<file path="src/rtl/fetch_unit_if.sv">
// Instruction-memory request/response bus between fetch_unit and memory.
// One request may be outstanding at a time; the response carries no tag.
interface fetch_unit_if #(
   parameter int ADDR_W = 64,
   parameter int INST_W = 32
);
   logic              req_valid;
   logic [ADDR_W-1:0] req_addr;
   logic              req_ready;
   logic              resp_valid;
   logic [INST_W-1:0] resp_data;

   modport master (
      output req_valid, req_addr,
      input  req_ready, resp_valid, resp_data
   );

   modport slave (
      input  req_valid, req_addr,
      output req_ready, resp_valid, resp_data
   );
endinterface

</file>
<file path="src/rtl/fetch_unit.sv">
// fetch_unit: sequential instruction fetch feeding the IF/ID register.
// Keeps one memory request in flight, buffers returned instructions in a
// DEPTH-entry circular queue and presents the head to ID. A redirect clears
// the queue and restarts fetch at redirect_pc; a response that belongs to a
// request issued before the redirect is thrown away.
// Optional build macro FETCH_PERF_EN adds two saturating performance counters.
//
// state   | meaning
// --------+--------------------------------------------------------------
// ST_IDLE | nothing outstanding; may issue a request
// ST_WAIT | request outstanding, its response will be enqueued
// ST_DROP | request outstanding, its response is stale and will be dropped
module fetch_unit #(
   parameter int                DEPTH    = 4,
   parameter int                ADDR_W   = 64,
   parameter int                INST_W   = 32,
   parameter logic [ADDR_W-1:0] RESET_PC = '0
) (
   input  logic              clk,
   input  logic              reset,
   input  logic              redirect_valid,
   input  logic [ADDR_W-1:0] redirect_pc,
   input  logic              if_wr_en,
   output logic              if_stall,
   output logic [INST_W-1:0] if_inst,
   output logic [ADDR_W-1:0] if_pc,
   fetch_unit_if.master      mem
`ifdef FETCH_PERF_EN
   ,
   output logic [31:0]       perf_empty_cycles,
   output logic [31:0]       perf_dropped_resps
`endif
);

   localparam int PTR_W = $clog2(DEPTH);
   localparam int CNT_W = PTR_W + 1;

   typedef enum logic [1:0] {
      ST_IDLE,
      ST_WAIT,
      ST_DROP
   } state_t;

   state_t            state;
   state_t            state_nxt;
   logic [ADDR_W-1:0] fetch_pc;
   logic [ADDR_W-1:0] req_pc;
   logic [PTR_W-1:0]  head;
   logic [PTR_W-1:0]  tail;
   logic [CNT_W-1:0]  count;
   logic [ADDR_W-1:0] pc_q   [DEPTH];
   logic [INST_W-1:0] inst_q [DEPTH];

   logic empty;
   logic req_fire;
   logic resp_take;
   logic enq;
   logic drop;
   logic pop;

   assign empty = (count == '0);

   // Request only when idle and the queue has room for the answer; the
   // reset term keeps req_valid low for the whole time reset is held.
   assign mem.req_valid = !reset && (state == ST_IDLE) &&
                          (count < CNT_W'(DEPTH)) && !redirect_valid;
   assign mem.req_addr  = fetch_pc;

   assign req_fire  = mem.req_valid && mem.req_ready;
   assign resp_take = mem.resp_valid && (state != ST_IDLE);
   assign enq       = resp_take && (state == ST_WAIT) && !redirect_valid;
   assign drop      = resp_take && !enq;
   assign pop       = if_wr_en && !empty && !redirect_valid;

   assign if_stall = empty;
   assign if_inst  = empty ? '0 : inst_q[head];
   assign if_pc    = empty ? '0 : pc_q[head];

   // Outstanding/discard tracking: next state.
   always_comb begin
      state_nxt = state;
      case (state)
         ST_IDLE: if (req_fire)            state_nxt = ST_WAIT;
         ST_WAIT: if (mem.resp_valid)      state_nxt = ST_IDLE;
                  else if (redirect_valid) state_nxt = ST_DROP;
         ST_DROP: if (mem.resp_valid)      state_nxt = ST_IDLE;
         default:                          state_nxt = ST_IDLE;
      endcase
   end

   // State register, fetch PC and the tag of the in-flight request.
   always_ff @(posedge clk or posedge reset) begin
      if (reset) begin
         state    <= ST_IDLE;
         fetch_pc <= RESET_PC;
         req_pc   <= '0;
      end else begin
         state <= state_nxt;
         if (redirect_valid) begin
            fetch_pc <= redirect_pc;
         end else if (req_fire) begin
            fetch_pc <= fetch_pc + ADDR_W'(4);
         end
         if (req_fire) begin
            req_pc <= fetch_pc;
         end
      end
   end

   // Queue pointers and occupancy; redirect empties the queue outright.
   always_ff @(posedge clk or posedge reset) begin
      if (reset) begin
         head  <= '0;
         tail  <= '0;
         count <= '0;
      end else if (redirect_valid) begin
         head  <= '0;
         tail  <= '0;
         count <= '0;
      end else begin
         if (enq) tail <= tail + PTR_W'(1);
         if (pop) head <= head + PTR_W'(1);
         case ({enq, pop})
            2'b10:   count <= count + CNT_W'(1);
            2'b01:   count <= count - CNT_W'(1);
            default: count <= count;
         endcase
      end
   end

   // Queue storage; contents are only meaningful below count, so no reset.
   always_ff @(posedge clk) begin
      if (enq) begin
         pc_q[tail]   <= req_pc;
         inst_q[tail] <= mem.resp_data;
      end
   end

`ifdef FETCH_PERF_EN
   // Saturating counters: stalled cycles and discarded responses.
   always_ff @(posedge clk or posedge reset) begin
      if (reset) begin
         perf_empty_cycles  <= '0;
         perf_dropped_resps <= '0;
      end else begin
         if (empty && (perf_empty_cycles != '1)) begin
            perf_empty_cycles <= perf_empty_cycles + 32'd1;
         end
         if (drop && (perf_dropped_resps != '1)) begin
            perf_dropped_resps <= perf_dropped_resps + 32'd1;
         end
      end
   end
`endif

endmodule

</file>
<file path="src/flat_wrapper.sv">
// flat-port wrapper written by rule: the top's interface ports become plain ports
module fetch_unit_flat 
#(
   parameter int                DEPTH    = 4,
   parameter int                ADDR_W   = 64,
   parameter int                INST_W   = 32,
   parameter logic [ADDR_W-1:0] RESET_PC = '0
)
  (clk, reset, redirect_valid, redirect_pc, if_wr_en, if_stall, if_inst, if_pc, mem_req_valid, mem_req_addr, mem_req_ready, mem_resp_valid, mem_resp_data);
  fetch_unit_if #(.ADDR_W(ADDR_W), .INST_W(INST_W)) mem_i ();
  input  logic clk;
  input  logic reset;
  input  logic redirect_valid;
  input  logic [ADDR_W-1:0] redirect_pc;
  input  logic if_wr_en;
  output logic if_stall;
  output logic [INST_W-1:0] if_inst;
  output logic [ADDR_W-1:0] if_pc;
  output wire logic [$bits(mem_i.req_valid)-1:0] mem_req_valid;
  output wire logic [$bits(mem_i.req_addr)-1:0] mem_req_addr;
  input wire logic [$bits(mem_i.req_ready)-1:0] mem_req_ready;
  input wire logic [$bits(mem_i.resp_valid)-1:0] mem_resp_valid;
  input wire logic [$bits(mem_i.resp_data)-1:0] mem_resp_data;
  assign mem_req_valid = mem_i.req_valid;
  assign mem_req_addr = mem_i.req_addr;
  assign mem_i.req_ready = mem_req_ready;
  assign mem_i.resp_valid = mem_resp_valid;
  assign mem_i.resp_data = mem_resp_data;
  fetch_unit #(.DEPTH(DEPTH), .ADDR_W(ADDR_W), .INST_W(INST_W), .RESET_PC(RESET_PC)) u_core (.clk(clk), .reset(reset), .redirect_valid(redirect_valid), .redirect_pc(redirect_pc), .if_wr_en(if_wr_en), .if_stall(if_stall), .if_inst(if_inst), .if_pc(if_pc), .mem(mem_i));
endmodule
</file>
<file path="config.mk">
export PLATFORM = sky130hd
export DESIGN_NAME = fetch_unit_flat
export DESIGN_NICKNAME = d
export VERILOG_FILES = /design/src/rtl/fetch_unit_if.sv /design/src/rtl/fetch_unit.sv /design/src/flat_wrapper.sv
export SDC_FILE = /design/constraint.sdc
export NUM_CORES = 1
export LEC_CHECK = 0
export CORE_MARGIN = 4
export CORE_UTILIZATION = 56
export DETAILED_ROUTE_END_ITERATION = 8
export GPL_ROUTABILITY_DRIVEN = 0
export PLACE_DENSITY_LB_ADDON = 0.1
export REMOVE_ABC_BUFFERS = 1
export SYNTH_ARGS = -nofsm -noshare
export SYNTH_HDL_FRONTEND = slang
export SYNTH_SLANG_ARGS = --single-unit
</file>
<file path="constraint.sdc">
create_clock -name clk -period 13.5 [get_ports clk]
set_input_delay 2.025 -clock clk [delete_from_list [all_inputs] [get_ports clk]]
set_output_delay 2.025 -clock clk [all_outputs]
set_load 0.005 [all_outputs]
</file>
==> out/qor.txt <==
Outcome - complete, no violations
Largest net degree at the start of global routing - 84
Drt drc - 0
Post-synthesis sequential area ratio - 0.691
Final Instance Count excl. Fillers - 2237
Worst-path fanout max - 47
Clock-pin slew of the registers on the worst-case setup and hold paths - 0.06 ns
Die Y - 205 µm
Dpl cells - 2141
Max-cap violation count - 0
Full die area - 41900 µm²
Slew of the pin with the lowest slew margin - 1.02 ns
Hold buffer count at cts - 0
Layout net count - 1792
Ys flop type - edfxtp_1
Post-synth top cells - 384 x edfxtp_1, 222 x nand2_1, 137 x dfrtp_1
Starting DRC count in detailed routing - 1273
GRT Util Overall - 0.259
Async set-reset flop share out of synthesis - 0.263
Distinct cells, synth - 61
Max Slew Vio Count - 0
Final WL - 53700 µm
Maximum clock rate - 162 MHz
FP Rows - 71
WP data arrival - 4.14 ns
Utilization after layout - 0.697
Cell with the most instances after synthesis - edfxtp_1
Number of port buffers - 263
Pwr/cell area - 143 nW/µm²
DR vias - 13657
Slew HR - 0.323
Clock buffer depth - 3
# setup viols final - 0
Crit. End Element - output pin
Starting Density - 0.571
Synth warn - 0
Critical path launch point type - register
DR pass1 iterations - 6
TritonCTS clock tree - done
WL per Instance - 24.0 µm
Synthesized area - 21700 µm²
Clock root cell - clkbuf_16
Post-synth top area share - 0.532
Num CTS Buffers - 52
Minimum clock period - 6.17 ns
Largest area contributor in the netlist - edfxtp_1
First-pass GRT wire length - 83200 µm
Core area - 37900 µm²
EDFF count, synth - 384
Hold WS - 0.511 ns
RSZ-0062 raised after global routing - no
Final Total Pwr - 3.79 mW
Mean area per synthesized cell - 15.1 µm²
Initial antenna violation count - 2
Post-cts resize count - 0
Layout cells sized above 1 - 0.123
Post-CTS setup buffer count - 0
Die width - 205 µm
Flops & latches, synth - 521
GR Overflow Total - 0
H-tree levels - 2
Synth-to-Final Area Change - 22.1%
Kind of critical path - register to output pin
Final Hold Viols - 0
Post-synthesis instance total - 1437
DR vias/cell - 6.11
Final Cycle Share - 0.457
Placed wire-length estimate - 33600 µm
Top area cells in the synthesized netlist - edfxtp_1 53%, dfrtp_1 16%, mux4_2 10%
Post-route ant nets - 0
Clock Skew - 0.0155 ns
Cell leakage power - 9.18 nW
Worst VDD drop - 0.0000885 V
Vias in the first global route - 13712
Antenna Cells - 0
Clk Latency, worst-skew pair - 0.57 ns
CTS sink count - 521
Setup TNS - 0 ns
I/O pin count - 264
Worst EP required - 11.48 ns
Hold Crit Class - register to register
-- placed cells by master, fill, tap and decap left out, drive strengths merged, types with 4 or more instances in the layout --
| cell | instances |
|---|---|
| o21ai | 31 |
| xnor2 | 4 |
| a21o | 9 |
| o211ai | 9 |
| bufinv | 5 |
| and2 | 15 |
| clkbuf | 72 |
| mux2i | 12 |
| a31oi | 7 |
| edfxtp | 384 |
| or3 | 8 |
| mux4 | 96 |
| nand2b | 4 |
| inv | 16 |
| buf | 17 |
| nand2 | 222 |
| nor2b | 98 |
| a21oi | 13 |
| nand3 | 48 |
| nor3 | 24 |
| dfrtp | 137 |
| nor4 | 22 |
| a22oi | 14 |
| o21bai | 7 |
| and3 | 9 |
| o311ai | 11 |
| nand4 | 45 |
| or4 | 12 |
| a221o | 12 |
| clkinv | 18 |
| ha | 5 |
| a32oi | 5 |
| clkdlybuf4s50 | 262 |
| nor2 | 38 |
-- power breakdown --
part	internal, mW	switching (mW)	leakage, nW
clock	0.837	0.582	0.821
combinational	0.217	0.187	3.16
sequential	1.84	0.118	5.19
-- worst paths after layout --
kind	start	to	slack, ns	cells after the start
max	u_core.head[0]	if_inst[11]	7.33	5
min	u_core.mem.req_addr[1]	u_core.req_pc[1]	0.51	2
max reg2reg	u_core.count[2]	u_core.mem.req_addr[61]	10.15	6
min reg2reg	u_core.mem.req_addr[1]	u_core.req_pc[1]	0.51	2
max in group asynchronous	reset	u_core.req_pc[7]	10.14	3
min in group asynchronous	reset	u_core.count[2]	2.02	2
-- layer usage --
layer | global-route usage | part of all wire | vias to the layer above
met2 | 0.394 | 0.47 | 628
met5 | 0 | 0.00043 | -
met1 | 0.387 | 0.42 | 6905
met4 | 0.0723 | 0.025 | 4
met3 | 0.0565 | 0.089 | 98
li1 | - | - | 6022
-- per-stage QoR --
| stage | worst slack (ns) | cell area [µm²] |
|---|---|---|
| 2_1_floorplan | 3.53 | 21300 |
| 3_3_place_gp | 7.65 | 24800 |
| 3_5_place_dp | 7.63 | 24800 |
| 4_1_cts | 7.19 | 26400 |
| 5_1_grt | 6.95 | 26400 |
| 6_report | 7.33 | 26400 |
-- critical path, stage by stage (launching register included) --
cell and delay, ns:
dfrtp_4 0.67, buf_4 0.65, buf_4 0.83, mux4_2 0.62
nor2b_1 0.15, clkdlybuf4s50_1 0.48
-- registers in the layout, summed over array words and instances, names as in the netlist --
name,flops
u_core.pc_q,256
u_core.inst_q,128
u_core.mem.req_addr,64
u_core.req_pc,64
u_core.count,3
u_core.head,2
u_core.state,2
u_core.tail,2
-- layout make-up --
class,instances,area (µm²)
Multi-Input combinational cell,815,6340
Clock buffer,72,1440
Clock inverter,24,238
Tap cell,511,639
Fill cell,2587,11500
Sequential cell,521,15000
Timing Repair Buffer,279,2750
Inverter,15,61.3
-- cell families after synthesis --
logic type,Yosys count,share of synthesized area
AOI/OAI and AO/OA,136,0.0456
DFF,521,0.691
muxes,111,0.107
adders and majority gates,6,0.00381
xor gates and xnor gates,6,0.00243
and+or+nand+nor,556,0.132
buffers and inverters,101,0.0186
Note: power is estimated with default switching activity, not from simulation.
